$ cat config.mk
export PLATFORM = sky130hd
export DESIGN_NAME = main_fsm
export DESIGN_NICKNAME = d
export VERILOG_FILES = /design/src/rtl/main_fsm.sv
export SDC_FILE = /design/constraint.sdc
export NUM_CORES = 1
export LEC_CHECK = 0
export ABC_AREA = 1
export CORE_ASPECT_RATIO = 0.75
export CORE_UTILIZATION = 50
export DETAILED_ROUTE_END_ITERATION = 10
export GPL_ROUTABILITY_DRIVEN = 0
export PLACE_DENSITY = 0.82
export SLEW_MARGIN = 20
export SYNTH_ARGS = -nofsm -noshare
export SYNTH_HDL_FRONTEND = slang
export SYNTH_SLANG_ARGS = --single-unit
$ cat constraint.sdc
create_clock -name clk -period 3.1 [get_ports clk]
set_input_delay 0.93 -clock clk [delete_from_list [all_inputs] [get_ports clk]]
set_output_delay 0.93 -clock clk [all_outputs]
set_load 0.02 [all_outputs]
$ cat src/rtl/main_fsm.sv
// main_fsm: Moore control FSM for the multicycle RV32I datapath
//   in : clk, reset_n (async, active-low), op (Instr[6:0]), zero (ALU flag)
//   out: pc_write, adr_src, mem_write, ir_write, result_src, alu_src_a,
//        alu_src_b, alu_op (to alu_decoder), reg_write, branch, illegal,
//        instr_done (retire pulse), retired (count), state (debug)
module main_fsm #(
  parameter bit ILLEGAL_TRAP = 1'b0,
  parameter int CNT_W        = 32
) (
  input  logic             clk,
  input  logic             reset_n,
  input  logic [6:0]       op,
  input  logic             zero,
  output logic             pc_write,
  output logic             adr_src,
  output logic             mem_write,
  output logic             ir_write,
  output logic [1:0]       result_src,
  output logic [1:0]       alu_src_a,
  output logic [1:0]       alu_src_b,
  output logic [1:0]       alu_op,
  output logic             reg_write,
  output logic             branch,
  output logic             illegal,
  output logic             instr_done,
  output logic [CNT_W-1:0] retired,
  output logic [3:0]       state
);
  typedef enum logic [3:0] {
    FETCH    = 4'd0,
    DECODE   = 4'd1,
    MEMADR   = 4'd2,
    MEMREAD  = 4'd3,
    MEMWB    = 4'd4,
    MEMWRITE = 4'd5,
    EXECR    = 4'd6,
    EXECI    = 4'd7,
    ALUWB    = 4'd8,
    BEQ      = 4'd9,
    JAL      = 4'd10,
    ERROR    = 4'd15
  } state_t;
  state_t cur, nxt;
  logic pc_update;
  assign state = cur;
  always_ff @(posedge clk or negedge reset_n)
    if (!reset_n) cur <= FETCH;
    else cur <= nxt;
  always_ff @(posedge clk or negedge reset_n)
    if (!reset_n) retired <= '0;
    else if (instr_done) retired <= retired + CNT_W'(1);
  // op is only looked at in DECODE and MEMADR, so junk in other states is harmless
  always_comb begin
    nxt = cur;
    case (cur)
      FETCH:    nxt = DECODE;
      DECODE:
        case (op)
          7'b0000011,
          7'b0100011: nxt = MEMADR;
          7'b0110011: nxt = EXECR;
          7'b0010011: nxt = EXECI;
          7'b1100011: nxt = BEQ;
          7'b1101111: nxt = JAL;
          default:    nxt = ILLEGAL_TRAP ? ERROR : FETCH;
        endcase
      MEMADR:   nxt = (op == 7'b0000011) ? MEMREAD : MEMWRITE;
      MEMREAD:  nxt = MEMWB;
      EXECR,
      EXECI,
      JAL:      nxt = ALUWB;
      MEMWB,
      MEMWRITE,
      ALUWB,
      BEQ:      nxt = FETCH;
      ERROR:    nxt = ERROR;
      default:  nxt = FETCH;
    endcase
  end
  always_comb begin
    pc_update  = 1'b0;
    adr_src    = 1'b0;
    mem_write  = 1'b0;
    ir_write   = 1'b0;
    result_src = 2'b00;
    alu_src_a  = 2'b00;
    alu_src_b  = 2'b00;
    alu_op     = 2'b00;
    reg_write  = 1'b0;
    branch     = 1'b0;
    illegal    = 1'b0;
    instr_done = 1'b0;
    case (cur)
      FETCH: begin
        ir_write   = 1'b1;
        alu_src_b  = 2'b10;
        result_src = 2'b10;
        pc_update  = 1'b1;
      end
      DECODE: begin
        alu_src_a = 2'b01;
        alu_src_b = 2'b01;
      end
      MEMADR: begin
        alu_src_a = 2'b10;
        alu_src_b = 2'b01;
      end
      MEMREAD:  adr_src = 1'b1;
      MEMWB: begin
        result_src = 2'b01;
        reg_write  = 1'b1;
        instr_done = 1'b1;
      end
      MEMWRITE: begin
        adr_src    = 1'b1;
        mem_write  = 1'b1;
        instr_done = 1'b1;
      end
      EXECR: begin
        alu_src_a = 2'b10;
        alu_op    = 2'b10;
      end
      EXECI: begin
        alu_src_a = 2'b10;
        alu_src_b = 2'b01;
        alu_op    = 2'b10;
      end
      JAL: begin
        alu_src_a = 2'b01;
        alu_src_b = 2'b10;
        pc_update = 1'b1;
      end
      ALUWB: begin
        reg_write  = 1'b1;
        instr_done = 1'b1;
      end
      BEQ: begin
        alu_src_a  = 2'b10;
        alu_op     = 2'b01;
        branch     = 1'b1;
        instr_done = 1'b1;
      end
      ERROR:    illegal = 1'b1;
      default: ;
    endcase
  end
  // branch is 0 outside BEQ, so zero only matters there
  assign pc_write = pc_update | (branch & zero);
endmodule

Word-level counts from Yosys, hierarchy flattened
Cells that the tools add are included.
Storage, ports and cells
  bits in registers: 36
  input bits: 10
  word-level logic and storage cells: 48
Operators by class
  $add $sub $neg: 1
  equality and inequality tests: 17
  multiplexer cells: 15
  bitwise gates (word level): 2
  reduce and logical (&&, ||, !) cells: 11
Operators by type and width (count)
  adder 32 x 1 -> 32 bit, second input constant: 1
  one-hot mux 4 bit (6 select lines): 1
  one-hot mux 4 bit (5 select lines): 1
  == test 4 x 3 -> 1 bit, second input constant: 4
  == test 4 bit, second input constant: 4
  one-hot mux 2 bit (2 select lines): 4
  == test 7 x 6 -> 1 bit, second input constant: 2
  == test 7 bit, second input constant: 2
  OR reduction 2 bit: 6
  == test 4 x 2 -> 1 bit, second input constant: 2
  2-to-1 mux 1 bit: 8
  OR reduction 4 bit: 2
  == test 7 x 2 -> 1 bit, second input constant: 1
  == test 7 x 5 -> 1 bit, second input constant: 1
  OR reduction 3 bit: 2
  == test 4 x 1 -> 1 bit, second input constant: 1
  zero test 4 bit: 1
  2-to-1 mux 3 bit: 1
  AND 1 bit: 1
  OR 1 bit: 1

Depth between registers and ports, before layout
  depth after elaboration: 4
  depth in mapped cells: 10
  depth with buffers taken out: 10

Worst setup path before layout
Ideal clock, no wire load.
  path type: register to output
  start: register cur[2], in the netlist state[2]
  end: output port pc_write
  data arrival time: 1382 ps
  data required time: 2170 ps
  setup slack: 788 ps
  cell stages (with the launch flop): 6
  path buffers: 0
  cells stage by stage: dfrtp_1 -> nor2_1 -> inv_1 -> nor2_1 -> inv_1 -> nand3_1
On the way
  longest elaborated chain between the ends: 4
  elaborated cells on any way between the ends: 8
  those cells by class: 2 x eq/ne; 2 x mux; 2 x bitwise; 2 x reduce/logical
Ends and longest elaborated chain
  from (decl): RTL line 43  | state_t cur, nxt;
  from (signal assigned): RTL line 48  | else cur <= nxt;
  == test 4 bit / zero test 4 bit (equally long branches): RTL line 93  | case (cur)
  OR reduction 2 bit (no line) / 2-to-1 mux 1 bit (equally long branches)
  2-to-1 mux 1 bit / AND 1 bit (equally long branches): RTL line 93, 148
  OR 1 bit *: RTL line 148  | assign pc_write = pc_update | (branch & zero);
  to (decl): RTL line 14  | output logic pc_write,
Every way passes the cells marked *; elsewhere a longest branch is shown, timed or not.

Worst setup path after layout
  start: input port zero
  end: output port pc_write
On the way
  longest elaborated chain between the ends: 2
Ends and longest elaborated chain
  from (decl): RTL line 13  | input logic zero,
  AND 1 bit: RTL line 148
  OR 1 bit: RTL line 148
Every way passes these cells.

==> flow_metrics.py <==
metrics = {
    "route": {
        "vias": 2253,
        "drtIter0Drc": 129,
        "final_antenna_net_count": 0,
        "drtPass1Iterations": 4,
        "drc": 0,
        "wl_um": 5430,
        "routed_via_density": 5.04,
        "wl_per_cell_um": 12.1,
    },
    "sta": {
        "setup_viol": 0,
        "max_clock_freq_mhz": 330,
        "worst_pin_slew_ns": 0.803,
        "fin_ws_ns": 0.0665,
        "finalCriticalPeriod_ns": 3.03,
        "slew-limit-headroom": 0.464,
        "setup_tns_ns": 0,
        "min_period_over_period": 0.979,
        "rsz0062_at_grt": "false",
        "final_max_slew_viol_count": 0,
        "hold_viol": 0,
        "finClkSkew_ns": 0.00457,
    },
    "clock_network": {
        "clock-sinks": 36,
        "htreeDepth": 2,
        "clk_path_buf_depth": 2,
        "cts_setup_buffers": 0,
        "worstSkewPairLatency_ns": 0.29,
        "post_cts_resized": 0,
        "cts_tree": "done",
        "clk_pin_slew_ns": 0.07,
        "root_buffer": "clkbuf_8",
        "cts_made_buffers": 5,
        "hold_buffers": 0,
    },
    "place": {
        "placed_cell_area_um2": 2940,
        "pre_cts_ws_ns": 0.0615,
        "port_buffers": 61,
        "dp_hpwl_um": 4230,
    },
    "power_and_ir_drop": {
        "p_total_uw": 852,
        "peakVddDrop_uv": 192,
        "p_leak_uw": 0.00142,
        "p_per_area_nw_per_um2": 280,
    },
    "global_route": {
        "grt_max_degree": 37,
        "grt_pass1_wl_um": 9100,
        "track_usage": 0.252,
        "antenna_found_initial": 0,
        "gr-total-overflow": 0,
        "grt_pass1_vias": 1974,
    },
    "critical_path": {
        "critPathArrivalTime_ns": 2.10,
        "rr_worst_depth": 9,
        "rr_startpoint": "retired[1]",
        "critical_path_class": "input pin to primary output",
        "endpoint_kind": "primary output",
        "crit_required_ns": 2.17,
        "r2r_setup_slack_ns": 1.55,
        "start_kind": "input pin",
        "timing.rr.end": "retired[24]",
        "crit_fanout": 1,
    },
    "logic_synthesis": {
        "synth_seq_cells": 36,
        "synthesis.area_um2": 2280,
        "synth_warnings": 0,
        "yosysUniqueCellTypes": 25,
        "syn_area_per_cell_um2": 7.01,
        "synthesis.nets": 336,
        "synthCells": 325,
        "seq_area_frac_synth": 0.395,
    },
    "layout": {
        "final_cell_mix": "nand2_1 (97), clkdlybuf4s50_1 (60), nor2_1 (53), inv_1 (45), dfrtp_1 (36)",
        "final_core_util": 0.723,
        "final_common_cell": "nand2_1",
        "fin_nets": 403,
        "fill_cells": 367,
        "drive_above_1_share": 0.0918,
        "antenna_cells": 0,
        "design_area_um2": 3040,
        "areaGrowthSynthToFinish_pct": 33.3,
    },
    "floorplanning": {
        "die_area_um2": 4830,
        "start_util": 0.542,
        "core_area_um2": 4200,
        "ioPinCount": 62,
        "num_rows": 20,
        "die_w_um": 79.9,
        "die_y_um": 60.5,
    },
    "hold_path": {
        "min_path_type": "flop to flop",
        "hold_depth": 2,
        "hold_path_end": "retired[31]",
        "hp-start": "retired[31]",
    },
    "run_status": {
        "status": "completed",
    },
    "job": {
        "drv_cap": 0,
    },
}
==> worst max-delay path by stage <==
stage,cells past startpoint,to,start
after floorplan,5,pc_write,state[2]
after global routing,4,pc_write,zero
after detailed placement,4,pc_write,zero
after global placement,4,pc_write,zero
after CTS,4,pc_write,zero
final,4,pc_write,zero
==> layout make-up <==
class / instances / area [um2] / area share
Clock buffer: 7 / 96.3 / 0.0317
Tap cell: 55 / 68.8 / 0.0227
Inverter: 50 / 190 / 0.0626
Timing Repair Buffer: 62 / 613 / 0.202
Multi-Input combinational cell: 237 / 1170 / 0.385
Sequential cell: 36 / 901 / 0.297
==> cell usage after synthesis <==
cell / number / share of area
nand4_1: 16 / 0.044
nand2_1: 97 / 0.16
nand2_4: 2 / 0.0099
xnor2_1: 8 / 0.031
o21ai_1: 5 / 0.011
nor2_1: 53 / 0.087
nor2_8: 2 / 0.018
nand3_1: 19 / 0.042
nor3_2: 1 / 0.0044
buf_4: 1 / 0.0033
buf_6: 1 / 0.0049
o22ai_1: 1 / 0.0027
nand2_2: 10 / 0.027
ha_1: 1 / 0.0055
xor2_1: 6 / 0.023
nand3b_1: 1 / 0.0033
dfrtp_1: 36 / 0.40
nor3_1: 5 / 0.011
inv_2: 4 / 0.0066
inv_4: 1 / 0.0027
o21bai_1: 1 / 0.0033
nor2_2: 5 / 0.014
o211ai_1: 2 / 0.0066
inv_1: 45 / 0.074
nor2_4: 2 / 0.0099
==> power breakdown <==
part           leakage [uW]  switching (uW)  internal, uW
Combinational      0.000885            14.5          10.5
Sequential         0.000482               0           470
Clock             0.0000503             160           198
==> sequential cells by signal (all words and copies together) (netlist names) <==
register and count:
retired 32, state 4
==> critical path, stage by stage <==
cell	delay (ns)
clkdlybuf4s50_1	0.45
nand2_1	0.05
nand3_1	0.06
clkdlybuf4s50_1	0.61
==> through the flow <==
stage | hold slack (ns) | cells
finish | 0.519 | 447
global route | 0.554 | 447
CTS | 0.519 | 447
detailed placement | 0.508 | 440
global placement | 0.499 | 440
floorplan | 0.600 | 325
==> per-layer routing <==
metal  vias up  track usage  part of all wire
met1      1017        0.370              0.51
met4         0       0.0842             0.010
met5         -            0                 0
li1       1150            -                 -
met3         8       0.0466             0.053
met2        78        0.379              0.42
==> logic make-up (layout without fill, tap and decap cells) <==
group / Yosys count / in the layout / synth area share
adder cells (fa/ha/maj): 1 / 1 / 0.00549
buffers and inverters: 52 / 119 / 0.0917
AO/OA/AOI/OAI: 9 / 9 / 0.0236
AND/OR/NAND/NOR: 213 / 213 / 0.430
XOR/XNOR: 14 / 14 / 0.0538
flip-flops: 36 / 36 / 0.395
Note: power is estimated with default switching activity, not from simulation.
